<file path="src/rtl/gpio_pkg.sv">
// Shared constants for the GPIO input conditioner: LED mode encoding and width.
package gpio_pkg;
  localparam int MODE_W = 2;

  localparam logic [MODE_W-1:0] MODE_PASS   = 2'd0;
  localparam logic [MODE_W-1:0] MODE_TOGGLE = 2'd1;
  localparam logic [MODE_W-1:0] MODE_INVERT = 2'd2;
  localparam logic [MODE_W-1:0] MODE_SHIFT  = 2'd3;
endpackage

</file>
<file path="src/rtl/gpio_in_conditioner_if.sv">
// Button/LED bundle between the board-side driver and the input conditioner.
interface gpio_in_conditioner_if
  import gpio_pkg::*;
#(
  parameter int CHANNELS = 3
);
  logic [CHANNELS-1:0] btn_in;
  logic [MODE_W-1:0]   mode;
  logic [CHANNELS-1:0] led_out;
  logic [CHANNELS-1:0] btn_level;
  logic [CHANNELS-1:0] rise_pulse;
  logic [CHANNELS-1:0] fall_pulse;

  modport master (
    output btn_in, mode,
    input  led_out, btn_level, rise_pulse, fall_pulse
  );

  modport slave (
    input  btn_in, mode,
    output led_out, btn_level, rise_pulse, fall_pulse
  );
endinterface

</file>
<file path="src/rtl/gpio_debounce.sv">
// One button channel: 2-flop synchroniser, stability counter, debounced level
// and registered rise/fall pulses. level_next is exported for the LED logic.
module gpio_debounce #(
  parameter int DEBOUNCE_CYCLES = 16
) (
  input  logic clk,
  input  logic rst,
  input  logic btn_in,
  output logic level,
  output logic level_next,
  output logic rise,
  output logic fall
);
  localparam int CNT_W = (DEBOUNCE_CYCLES > 1) ? $clog2(DEBOUNCE_CYCLES) : 1;
  localparam logic [CNT_W-1:0] CNT_MAX = CNT_W'(DEBOUNCE_CYCLES - 1);

  logic             s1;
  logic             s2;
  logic [CNT_W-1:0] cnt;
  logic [CNT_W-1:0] cnt_next;

  // A new level is only accepted after s2 has disagreed for DEBOUNCE_CYCLES edges.
  always_comb begin
    level_next = level;
    cnt_next   = cnt + 1'b1;
    if (s2 == level) begin
      cnt_next = '0;
    end else if (cnt == CNT_MAX) begin
      level_next = s2;
      cnt_next   = '0;
    end
  end

  always_ff @(posedge clk or posedge rst) begin
    if (rst) begin
      s1    <= 1'b0;
      s2    <= 1'b0;
      cnt   <= '0;
      level <= 1'b0;
      rise  <= 1'b0;
      fall  <= 1'b0;
    end else begin
      s1    <= btn_in;
      s2    <= s1;
      cnt   <= cnt_next;
      level <= level_next;
      rise  <= level_next & ~level;
      fall  <= ~level_next & level;
    end
  end
endmodule

</file>
<file path="src/rtl/gpio_in_conditioner.sv">
// Per-channel debounce followed by the registered LED drive in one of four
// run-time modes (pass, toggle, invert, shift).
module gpio_in_conditioner
  import gpio_pkg::*;
#(
  parameter int CHANNELS        = 3,
  parameter int DEBOUNCE_CYCLES = 16
) (
  input  logic                  clk,
  input  logic                  rst,
  gpio_in_conditioner_if.slave  io
);
  logic [CHANNELS-1:0] level;
  logic [CHANNELS-1:0] level_next;
  logic [CHANNELS-1:0] rise;
  logic [CHANNELS-1:0] fall;
  logic [CHANNELS-1:0] rise_next;
  logic [CHANNELS-1:0] led;
  logic [CHANNELS-1:0] led_next;

  for (genvar i = 0; i < CHANNELS; i++) begin : g_ch
    gpio_debounce #(
      .DEBOUNCE_CYCLES (DEBOUNCE_CYCLES)
    ) u_deb (
      .clk        (clk),
      .rst        (rst),
      .btn_in     (io.btn_in[i]),
      .level      (level[i]),
      .level_next (level_next[i]),
      .rise       (rise[i]),
      .fall       (fall[i])
    );
  end

  // Same-edge view of the rise pulse so led_out changes together with rise_pulse.
  assign rise_next = level_next & ~level;

  always_comb begin
    led_next = led;
    case (io.mode)
      MODE_PASS:   led_next = level_next;
      MODE_INVERT: led_next = ~level_next;
      MODE_TOGGLE: led_next = led ^ rise_next;
      MODE_SHIFT: begin
        if (rise_next[0]) led_next = {led[CHANNELS-2:0], level[1]};
      end
      default:     led_next = led;
    endcase
  end

  always_ff @(posedge clk or posedge rst) begin
    if (rst) led <= '0;
    else     led <= led_next;
  end

  assign io.led_out    = led;
  assign io.btn_level  = level;
  assign io.rise_pulse = rise;
  assign io.fall_pulse = fall;
endmodule

</file>
<file path="src/flat_wrapper.sv">
// flat-port wrapper written by rule: the top's interface ports become plain ports
module gpio_in_conditioner_flat import gpio_pkg::*;
#(
  parameter int CHANNELS        = 3,
  parameter int DEBOUNCE_CYCLES = 16
)
  (clk, rst, io_btn_in, io_mode, io_led_out, io_btn_level, io_rise_pulse, io_fall_pulse);
  gpio_in_conditioner_if #(.CHANNELS(CHANNELS)) io_i ();
  input  logic clk;
  input  logic rst;
  input wire logic [$bits(io_i.btn_in)-1:0] io_btn_in;
  input wire logic [$bits(io_i.mode)-1:0] io_mode;
  output wire logic [$bits(io_i.led_out)-1:0] io_led_out;
  output wire logic [$bits(io_i.btn_level)-1:0] io_btn_level;
  output wire logic [$bits(io_i.rise_pulse)-1:0] io_rise_pulse;
  output wire logic [$bits(io_i.fall_pulse)-1:0] io_fall_pulse;
  assign io_i.btn_in = io_btn_in;
  assign io_i.mode = io_mode;
  assign io_led_out = io_i.led_out;
  assign io_btn_level = io_i.btn_level;
  assign io_rise_pulse = io_i.rise_pulse;
  assign io_fall_pulse = io_i.fall_pulse;
  gpio_in_conditioner #(.CHANNELS(CHANNELS), .DEBOUNCE_CYCLES(DEBOUNCE_CYCLES)) u_core (.clk(clk), .rst(rst), .io(io_i));
endmodule
</file>
<file path="config.mk">
export PLATFORM = sky130hd
export DESIGN_NAME = gpio_in_conditioner_flat
export DESIGN_NICKNAME = d
export VERILOG_FILES = /design/src/rtl/gpio_pkg.sv /design/src/rtl/gpio_in_conditioner_if.sv /design/src/rtl/gpio_debounce.sv /design/src/rtl/gpio_in_conditioner.sv /design/src/flat_wrapper.sv
export SDC_FILE = /design/constraint.sdc
export NUM_CORES = 1
export LEC_CHECK = 0
export CAP_MARGIN = 20
export CORE_MARGIN = 2
export CORE_UTILIZATION = 30
export DETAILED_ROUTE_END_ITERATION = 8
export SETUP_SLACK_MARGIN = 0.15
export SLEW_MARGIN = 10
export SYNTH_ARGS = -nofsm -noshare
export SYNTH_HDL_FRONTEND = slang
export SYNTH_HIERARCHICAL = 1
export SYNTH_SLANG_ARGS = --single-unit
</file>
<file path="constraint.sdc">
create_clock -name clk -period 1.8 [get_ports clk]
set_clock_uncertainty 0.05 [all_clocks]
set_input_delay 0.18 -clock clk [delete_from_list [all_inputs] [get_ports clk]]
set_output_delay 0.18 -clock clk [all_outputs]
set_load 0.05 [all_outputs]
</file>
After elaboration in Yosys (flattened, before gate mapping)
Index checks and enable logic that the tools add are counted.
{"block": "word_totals", "ff_bits": 30, "input_bits": 7, "wordCells": 63}
{"block": "op_classes", "addsub": 3, "eq_ne": 10, "mux": 14, "n_bitwise": 16, "reduce_logical": 1}
{"operator": "$mux 4", "count": 6}
{"operator": "$add 4x1->4 const B", "count": 3}
{"operator": "$eq 4x4->1 const B", "count": 3}
{"operator": "$pmux 3 s4", "count": 1}
{"operator": "$and 1x1->1", "count": 6}
{"operator": "$mux 1", "count": 6}
{"operator": "$not 1->1", "count": 6}
{"operator": "$not 3->3", "count": 2}
{"operator": "$eq 2x2->1 const B", "count": 2}
{"operator": "$and 3x3->3", "count": 1}
{"operator": "$eq 1x1->1", "count": 3}
{"operator": "$mux 3", "count": 1}
{"operator": "$xor 3x3->3", "count": 1}
{"operator": "$eq 2x1->1 const B", "count": 1}
{"operator": "$logic_not 2->1", "count": 1}
{"operator": "$ne 2x1->1 const B", "count": 1}

Logic depth before layout (Yosys ltp)
{"block": "logic_depth", "depth_word": 6, "ltp_mapped": 6}

Cells and area by module
Netlist, hierarchy kept.
{"mod": "gpio_debounce", "instances": 3, "cells_each": 23, "area_per_inst_um2": 339.1, "seq_area_each_um2": 225.2}
{"mod": "gpio_in_conditioner", "instances": 1, "cells_each": 31, "area_per_inst_um2": 267.8, "seq_area_each_um2": 75.1}

Worst setup path before layout
No wires, ideal clock.
{"block": "synth_path", "kind": "register to register", "from": "register u_core.g_ch[0].u_deb.cnt[0]", "to": "register u_core.led[1], in the netlist u_core/io.led_out[1]", "setup_time_ps": 130, "arrival_ps": 1479, "required_ps": 1620, "path_slack_ps": 140, "path_stages_with_launch": 7, "path_buffers": 0, "synth_period_minus_slack_ps": 1660, "cell_sequence": "dfrtp_1 -> ha_1 -> nand3_2 -> mux2_4 -> and2b_1 -> o21ai_0 -> o32ai_1"}
{"block": "synth_between", "elab_chain_len": 5}
{"item": "start, declared", "line_no": "gpio_debounce.sv:19", "source": "logic [CNT_W-1:0] cnt;"}
{"item": "start signal, assigned", "line_no": "gpio_debounce.sv:45", "source": "cnt <= cnt_next;"}
{"item": "$eq 4x4->1", "line_no": "gpio_debounce.sv:28", "source": "end else if (cnt == CNT_MAX) begin"}
{"item": "$mux 1", "line_no": "gpio_debounce.sv:28"}
{"item": "$mux 1", "line_no": "gpio_debounce.sv:26", "source": "if (s2 == level) begin"}
{"item": "via u_core.level_next[0]", "line_no": "gpio_in_conditioner.sv:14", "source": "logic [CHANNELS-1:0] level_next;"}
{"item": "$and 3x3->3", "line_no": "gpio_in_conditioner.sv:36", "source": "assign rise_next = level_next & ~level;"}
{"item": "$ne 2x1->1 (no source line)"}
{"item": "end signal, assigned", "line_no": "gpio_in_conditioner.sv:53", "source": "else led <= led_next;"}
{"item": "end, declared", "line_no": "gpio_in_conditioner.sv:18", "source": "logic [CHANNELS-1:0] led;"}
The timed path passes the listed nets, and every way through them passes these cells.
A chain may end at the register's enable or synchronous reset.

Final worst setup path
{"block": "layout_path", "from": "register u_core.g_ch[0].u_deb.cnt[1]", "to": "register u_core.led[2], in the netlist u_core/io.led_out[2]"}
The elaborated chain is that of the path after synthesis.

==> results.toml <==
[synthesis]
synth_common_cells = "30 x dfrtp_1, 9 x nor3b_1, 6 x inv_1, 6 x xnor2_1, 5 x o21ai_0"
ys_seq_area_frac = 0.584
synth_top_family_by_area = "simple AND/OR/NAND/NOR gates"
synth_edf_count = 0
synth_flop_cell = "dfrtp_1"
syn_inst = 100
ys_top_cells_by_area = "dfrtp_1 58%, nor3b_1 5.3%, xnor2_1 4.1%"
ys_seq_elements = 30
synth-xor-area-share = 0.0409
yosysWarnings = 6
synth.top_cell.area_share = 0.584
synth_nets = 110
synth_area_sq_um = 1280
avgSynthCellArea_sq_um = 12.8
synthArstFlopShare = 1.00
yosys.area.top_type = "dfrtp_1"
synth.most_common_cell = "dfrtp_1"
ys_types = 28
synth_compound_area_frac = 0.115
synthMuxAreaShare = 0.0428
synth-simple-area-share = 0.162
synth_fa_ha_area_frac = 0.0292

[cells_and_area]
num-nets-final = 141
diodes = 0
drive_above_1_share = 0.242
design_area_sq_um = 1700
regArea_sq_um = 751
area_growth_pct = 32.5
multi_input_area_sq_um = 544
fillers = 376

[cts]
clock_sinks = 30
numCtsBuffers = 5
cts_root_buffer = "clkbuf_8"
cts_tree = "done"
cts_buffer_depth = 2
path_clk_slew_ps = 60
clock_latency_ps = 280
hold_buffers = 0
htreeDepth = 2

[power]
pwr-share-seq = 0.513
swShare = 0.248
p_int_uw = 1080
p_sw_uw = 355
pwr_density_cell_nw_per_um2 = 842
p_comb_frac = 0.103
leakagePower_uw = 0.000819
clock_power_share = 0.384
ir_worst_vdd_mv = 0.390

[sta]
worst_pin_slew_ps = 514
finalMaxSlewViolations = 0
max-slew-margin-rel = 0.657
min_period_over_period = 0.926
hold_viol_final = 0
setup_ws_ps = 133
fin_crit_ps = 1670
grt_setup_unrepaired = "true"
clock.fmax_mhz = 600
finalSetupViolCount = 0
setup_tns_ps = 0

[critical_path]
worstPathCellList = "ha_4 > nand3_4 > mux2_4 > and2b_2 > mux2i_1 > o32ai_2"
required_ps = 1900
crit_type = "flip-flop to flip-flop"
crit_fanout = 3
start_kind = "flip-flop"
max_stage_delay_ps = 410
r2r_setup_slack_ps = 130
worst_setup_path_end_kind = "flip-flop"
reg2reg_to = "u_core/io.led_out[2]$_DFFE_PP0P_"
cpMaxStageDelayCell = "dfrtp_1"
worst_r2r_startpoint = "u_core/g_ch[0].u_deb/cnt[1]$_DFF_PP0_"
reg2regPathDepth = 6
critPathArrivalTime_ps = 1770

[route]
route.detailed.drc = 0
initialDrtViolationCount = 40
drt-pass1-iter-count = 4
num_vias = 879
vias_per_cell = 4.83
ant_nets = 0
routed_wl_mm = 2.34
wl_per_cell_microns = 12.9

[floorplan]
initial_utilization = 0.317
io_pins = 19
coreArea_sq_um = 4060
dieArea_sq_um = 4820
die_w_microns = 69.4
fp.dieH_microns = 69.4
rows = 23

[placed_design]
port-buffer-count = 18
place_hpwl_mm = 1.65
gp_congestion = 0.708
dp_slack_ps = 54.8
dpl_cell_area_sq_um = 1520

[global_route]
grt_pass1_wl_mm = 3.91
overflow = 0
antenna_found_initial = 0
grtUsageTotal = 0.105
grt_pass1_vias = 886
grt_start_max_net_pins = 12

[run]
max-cap-violations = 0

[outcome]
status = "finished clean"

[hold_path]
hold_path.class = "primary input to async pin"
critical path, delay by kind of cell (launching register included):
kind            cells  cell delay, ps
fa+ha+maj           1             190
simple gates        2             310
compound gates      1             100
flops               1             410
mux                 2             500
worst max path at each step:
stage               cells past startpoint                                to                                   from
finish                                  6  u_core/io.led_out[2]$_DFFE_PP0P_  u_core/g_ch[0].u_deb/cnt[1]$_DFF_PP0_
global route                            6  u_core/io.led_out[2]$_DFFE_PP0P_  u_core/g_ch[0].u_deb/cnt[1]$_DFF_PP0_
CTS                                     6  u_core/io.led_out[1]$_DFFE_PP0P_  u_core/g_ch[1].u_deb/cnt[0]$_DFF_PP0_
detailed placement                      6  u_core/io.led_out[1]$_DFFE_PP0P_  u_core/g_ch[0].u_deb/cnt[0]$_DFF_PP0_
global placement                        6  u_core/io.led_out[1]$_DFFE_PP0P_  u_core/g_ch[0].u_deb/cnt[0]$_DFF_PP0_
floorplan                               6  u_core/io.led_out[1]$_DFFE_PP0P_  u_core/g_ch[0].u_deb/cnt[0]$_DFF_PP0_
metrics by stage:
step,hold WS [ps],total power (uW),instances,util
6_report,121,1430,182,0.420
4_1_cts,134,1440,180,0.406
3_5_place_dp,288,877,168,0.374
2_1_floorplan,-116,829,100,-
5_1_grt,155,1510,182,0.420
3_3_place_gp,284,869,168,0.374
routing by layer:
metal  global-route usage  share of wire  vias to the layer above  wire length, microns
met5                    0              0                        -                     0
met4               0.0523          0.023                        0                    55
met3               0.0538          0.059                        7                   138
met2                0.167           0.48                       18                  1120
met1                0.114           0.44                      430                  1030
li1                     -              -                      424                     -
logic make-up after synthesis:
logic type	after synthesis
multiplexers	4
flip-flops	30
adder cells (fa/ha/maj)	3
buffers and inverters	7
XOR/XNOR	6
AND/OR/NAND/NOR	28
AO/OA/AOI/OAI	22
flip-flops by register name, indices dropped and copies added (netlist names):
| name | count |
|---|---|
| u_core/g_ch.u_deb/cnt | 12 |
| u_core/g_ch.u_deb/fall | 3 |
| u_core/g_ch.u_deb/level | 3 |
| u_core/g_ch.u_deb/rise | 3 |
| u_core/g_ch.u_deb/s1 | 3 |
| u_core/g_ch.u_deb/s2 | 3 |
| u_core/io.led_out | 3 |
timing repair:
item / 4_1_cts / 5_1_grt
setup buffers: 4 / 2
endpoints found under the hold margin: 0 / 0
resized for setup: 6 / 10
pin swaps: 0 / 3
endpoints found under the setup margin: 7 / 7
power groups by stage:
stage	sequential, uW	clock (uW)	combinational [uW]
floorplan	762	0	66.2
global placement	743	0	126
detailed placement	746	0	131
CTS	733	568	141
global route	739	611	162
finish	736	551	147
cells in the final DEF (no fill, tap or decap), drive strengths merged, types with 3 or more instances in the layout:
cell type	netlist	final
dfrtp	30	30
buf	1	11
nor3b	9	9
o21ai	7	7
clkbuf	0	6
clkdlybuf4s50	0	6
inv	6	6
xnor2	6	6
dlymetal6s2s	0	4
dlygate4sd2	0	4
a21oi	3	3
nor2	3	3
mux2	3	3
nor2b	3	3
a21o	3	3
a31oi	3	3
a311oi	3	3
ha	3	3
nand3	3	3
final cells by class:
type | instances | share of cell area
tap | 50 | 0.0367
inverter | 6 | 0.0132
clock buffer | 6 | 0.0485
clock inverter | 2 | 0.00735
timing repair buffer | 25 | 0.134
multi-input combinational | 63 | 0.320
sequential | 30 | 0.441
Note: power is estimated with default switching activity, not from simulation.
==> RTL change, RTL diff (config.mk and constraints unchanged) <==
`CHANNELS` is set to 3 in 3 places; all go to 2.
--- a/src/rtl/gpio_in_conditioner_if.sv
+++ b/src/rtl/gpio_in_conditioner_if.sv
@@ -2,7 +2,7 @@
 interface gpio_in_conditioner_if
   import gpio_pkg::*;
 #(
-  parameter int CHANNELS = 3
+  parameter int CHANNELS = 2
 );
   logic [CHANNELS-1:0] btn_in;
   logic [MODE_W-1:0]   mode;
--- a/src/rtl/gpio_in_conditioner.sv
+++ b/src/rtl/gpio_in_conditioner.sv
@@ -3,7 +3,7 @@
 module gpio_in_conditioner
   import gpio_pkg::*;
 #(
-  parameter int CHANNELS        = 3,
+  parameter int CHANNELS        = 2,
   parameter int DEBOUNCE_CYCLES = 16
 ) (
   input  logic                  clk,
--- a/src/flat_wrapper.sv
+++ b/src/flat_wrapper.sv
@@ -1,7 +1,7 @@
 // flat-port wrapper written by rule: the top's interface ports become plain ports
 module gpio_in_conditioner_flat import gpio_pkg::*;
 #(
-  parameter int CHANNELS        = 3,
+  parameter int CHANNELS        = 2,
   parameter int DEBOUNCE_CYCLES = 16
 )
   (clk, rst, io_btn_in, io_mode, io_led_out, io_btn_level, io_rise_pulse, io_fall_pulse);
Ports: changed (5 resized); port bits go from 19 to 14. The function was not compared with the original's and may differ.
==> RTL change against the original RTL <==
- synthesized area fell by 34%
- routed wire length down 33%
- worst setup slack better by 0.048 ns
- final area down 33%
- fmax increased by 2.9%
- sequential share of layout area down 0.51 points
- total power down 41%
- sequential cell count shrank 10
==> RTL change: results <==
{
  "synth_compound_area_frac": 0.126,
  "drt-total-wl_mm": 1.56,
  "yosysSeqAreaShare": 0.593,
  "largest_register_ffs": 8,
  "p_seq_frac": 0.577,
  "crit_path_max_incr_delay_ns": 0.40,
  "use_met2": 0.154,
  "avgRoutedWirePerCell_um": 12.6,
  "synth_cell_type_count": 23,
  "highest_layer": "met4",
  "wl_met2_um": 740,
  "drive_gt1_frac": 0.269,
  "synthAdderAreaFrac": 0.0297,
  "grt_max_degree": 12,
  "synthTopCellsByCount": "dfrtp_1 (20), nor3b_1 (6), inv_1 (5)",
  "p_leak_nw": 0.537,
  "wl_met1_um": 727,
  "cts_buffers": 3,
  "synth_area_leaders": "dfrtp_1 (59%), nor3b_1 (5.3%), xnor2_1 (4.2%)",
  "synthesis.nets": 74,
  "switching_share": 0.240,
  "port_buffers": 13,
  "dp_hpwl_mm": 1.02,
  "clk_pin_slew_ns": 0.11,
  "wl_met3_um": 73,
  "use_met3": 0.0431,
  "dp_cells": 110,
  "slew_headroom": 0.678,
  "placed_area_sq_mm": 0.00101,
  "initialDrtViolationCount": 27,
  "synthMuxAreaShare": 0.0356,
  "num-fill-cells": 283,
  "grtUsageTotal": 0.103,
  "gp_congestion": 0.726,
  "synth_cells": 66,
  "root_buffer": "clkbuf_4",
  "use_met1": 0.133,
  "synthXorXnorAreaFrac": 0.0415,
  "outcome": "finished clean",
  "combPwrFrac": 0.123,
  "viasPerCell": 4.83,
  "critPathTopFamily": "flip-flops",
  "drt-pass1-iter-count": 2,
  "crit_fanout": 4,
  "dp_slack_ns": 0.102,
  "htreeDepth": 1,
  "ir_worst_vdd_mv": 0.669,
  "grt_first_pass_wirelength_mm": 2.58,
  "nets": 102,
  "powerDensity_mw_per_mm2": 735
}
-- RTL change: worst register-to-register path, cell delays in order, from the launching register on --
cell and delay, ns:
dfrtp_1 0.40, ha_2 0.21, nand3_4 0.09, mux2_4 0.32
nor2b_4 0.13, o211a_1 0.24, o32ai_2 0.11
-- RTL change: repair_timing --
action,4_1_cts,5_1_grt
endpoints found under the setup margin,8,2
buffers inserted,6,4
endpoints found under the hold margin,0,0
pin swaps,1,3
gates resized for setup,6,7
-- RTL change: worst paths after layout --
path	startpoint	end	slack (ns)	cells after the start
worst max-delay path	u_core/g_ch[0].u_deb/cnt[0]	u_core/io.led_out[1]	0.18	6
worst min-delay path	rst	u_core/io.led_out[0]	0.03	2
worst max register to register	u_core/g_ch[0].u_deb/cnt[0]	u_core/io.led_out[1]	0.18	6
worst min register to register	u_core/g_ch[1].u_deb/s1	u_core/g_ch[1].u_deb/s2	0.31	0
max in group asynchronous	rst	u_core/g_ch[1].u_deb/cnt[1]	1.30	2
min in group clk	io_btn_in[0]	u_core/g_ch[0].u_deb/s1	0.27	1
-- RTL change: area by class of cell --
cell class,count,area [sq um],share of cell area
clock buffer,4,36.3,0.0316
inverter,5,18.8,0.0163
tap,31,38.8,0.0338
sequential,20,500,0.436
multi-input combinational,41,362,0.315
timing repair buffer,23,193,0.168
-- RTL change: cell families (layout without fill, tap and decap cells) --
logic type | after synthesis | after routing
AND/OR/NAND/NOR | 18 | 18
flip-flops | 20 | 20
AO/OA/AOI/OAI | 15 | 15
XOR/XNOR | 4 | 4
adder cells (fa/ha/maj) | 2 | 2
buffers and inverters | 5 | 32
multiplexers | 2 | 2
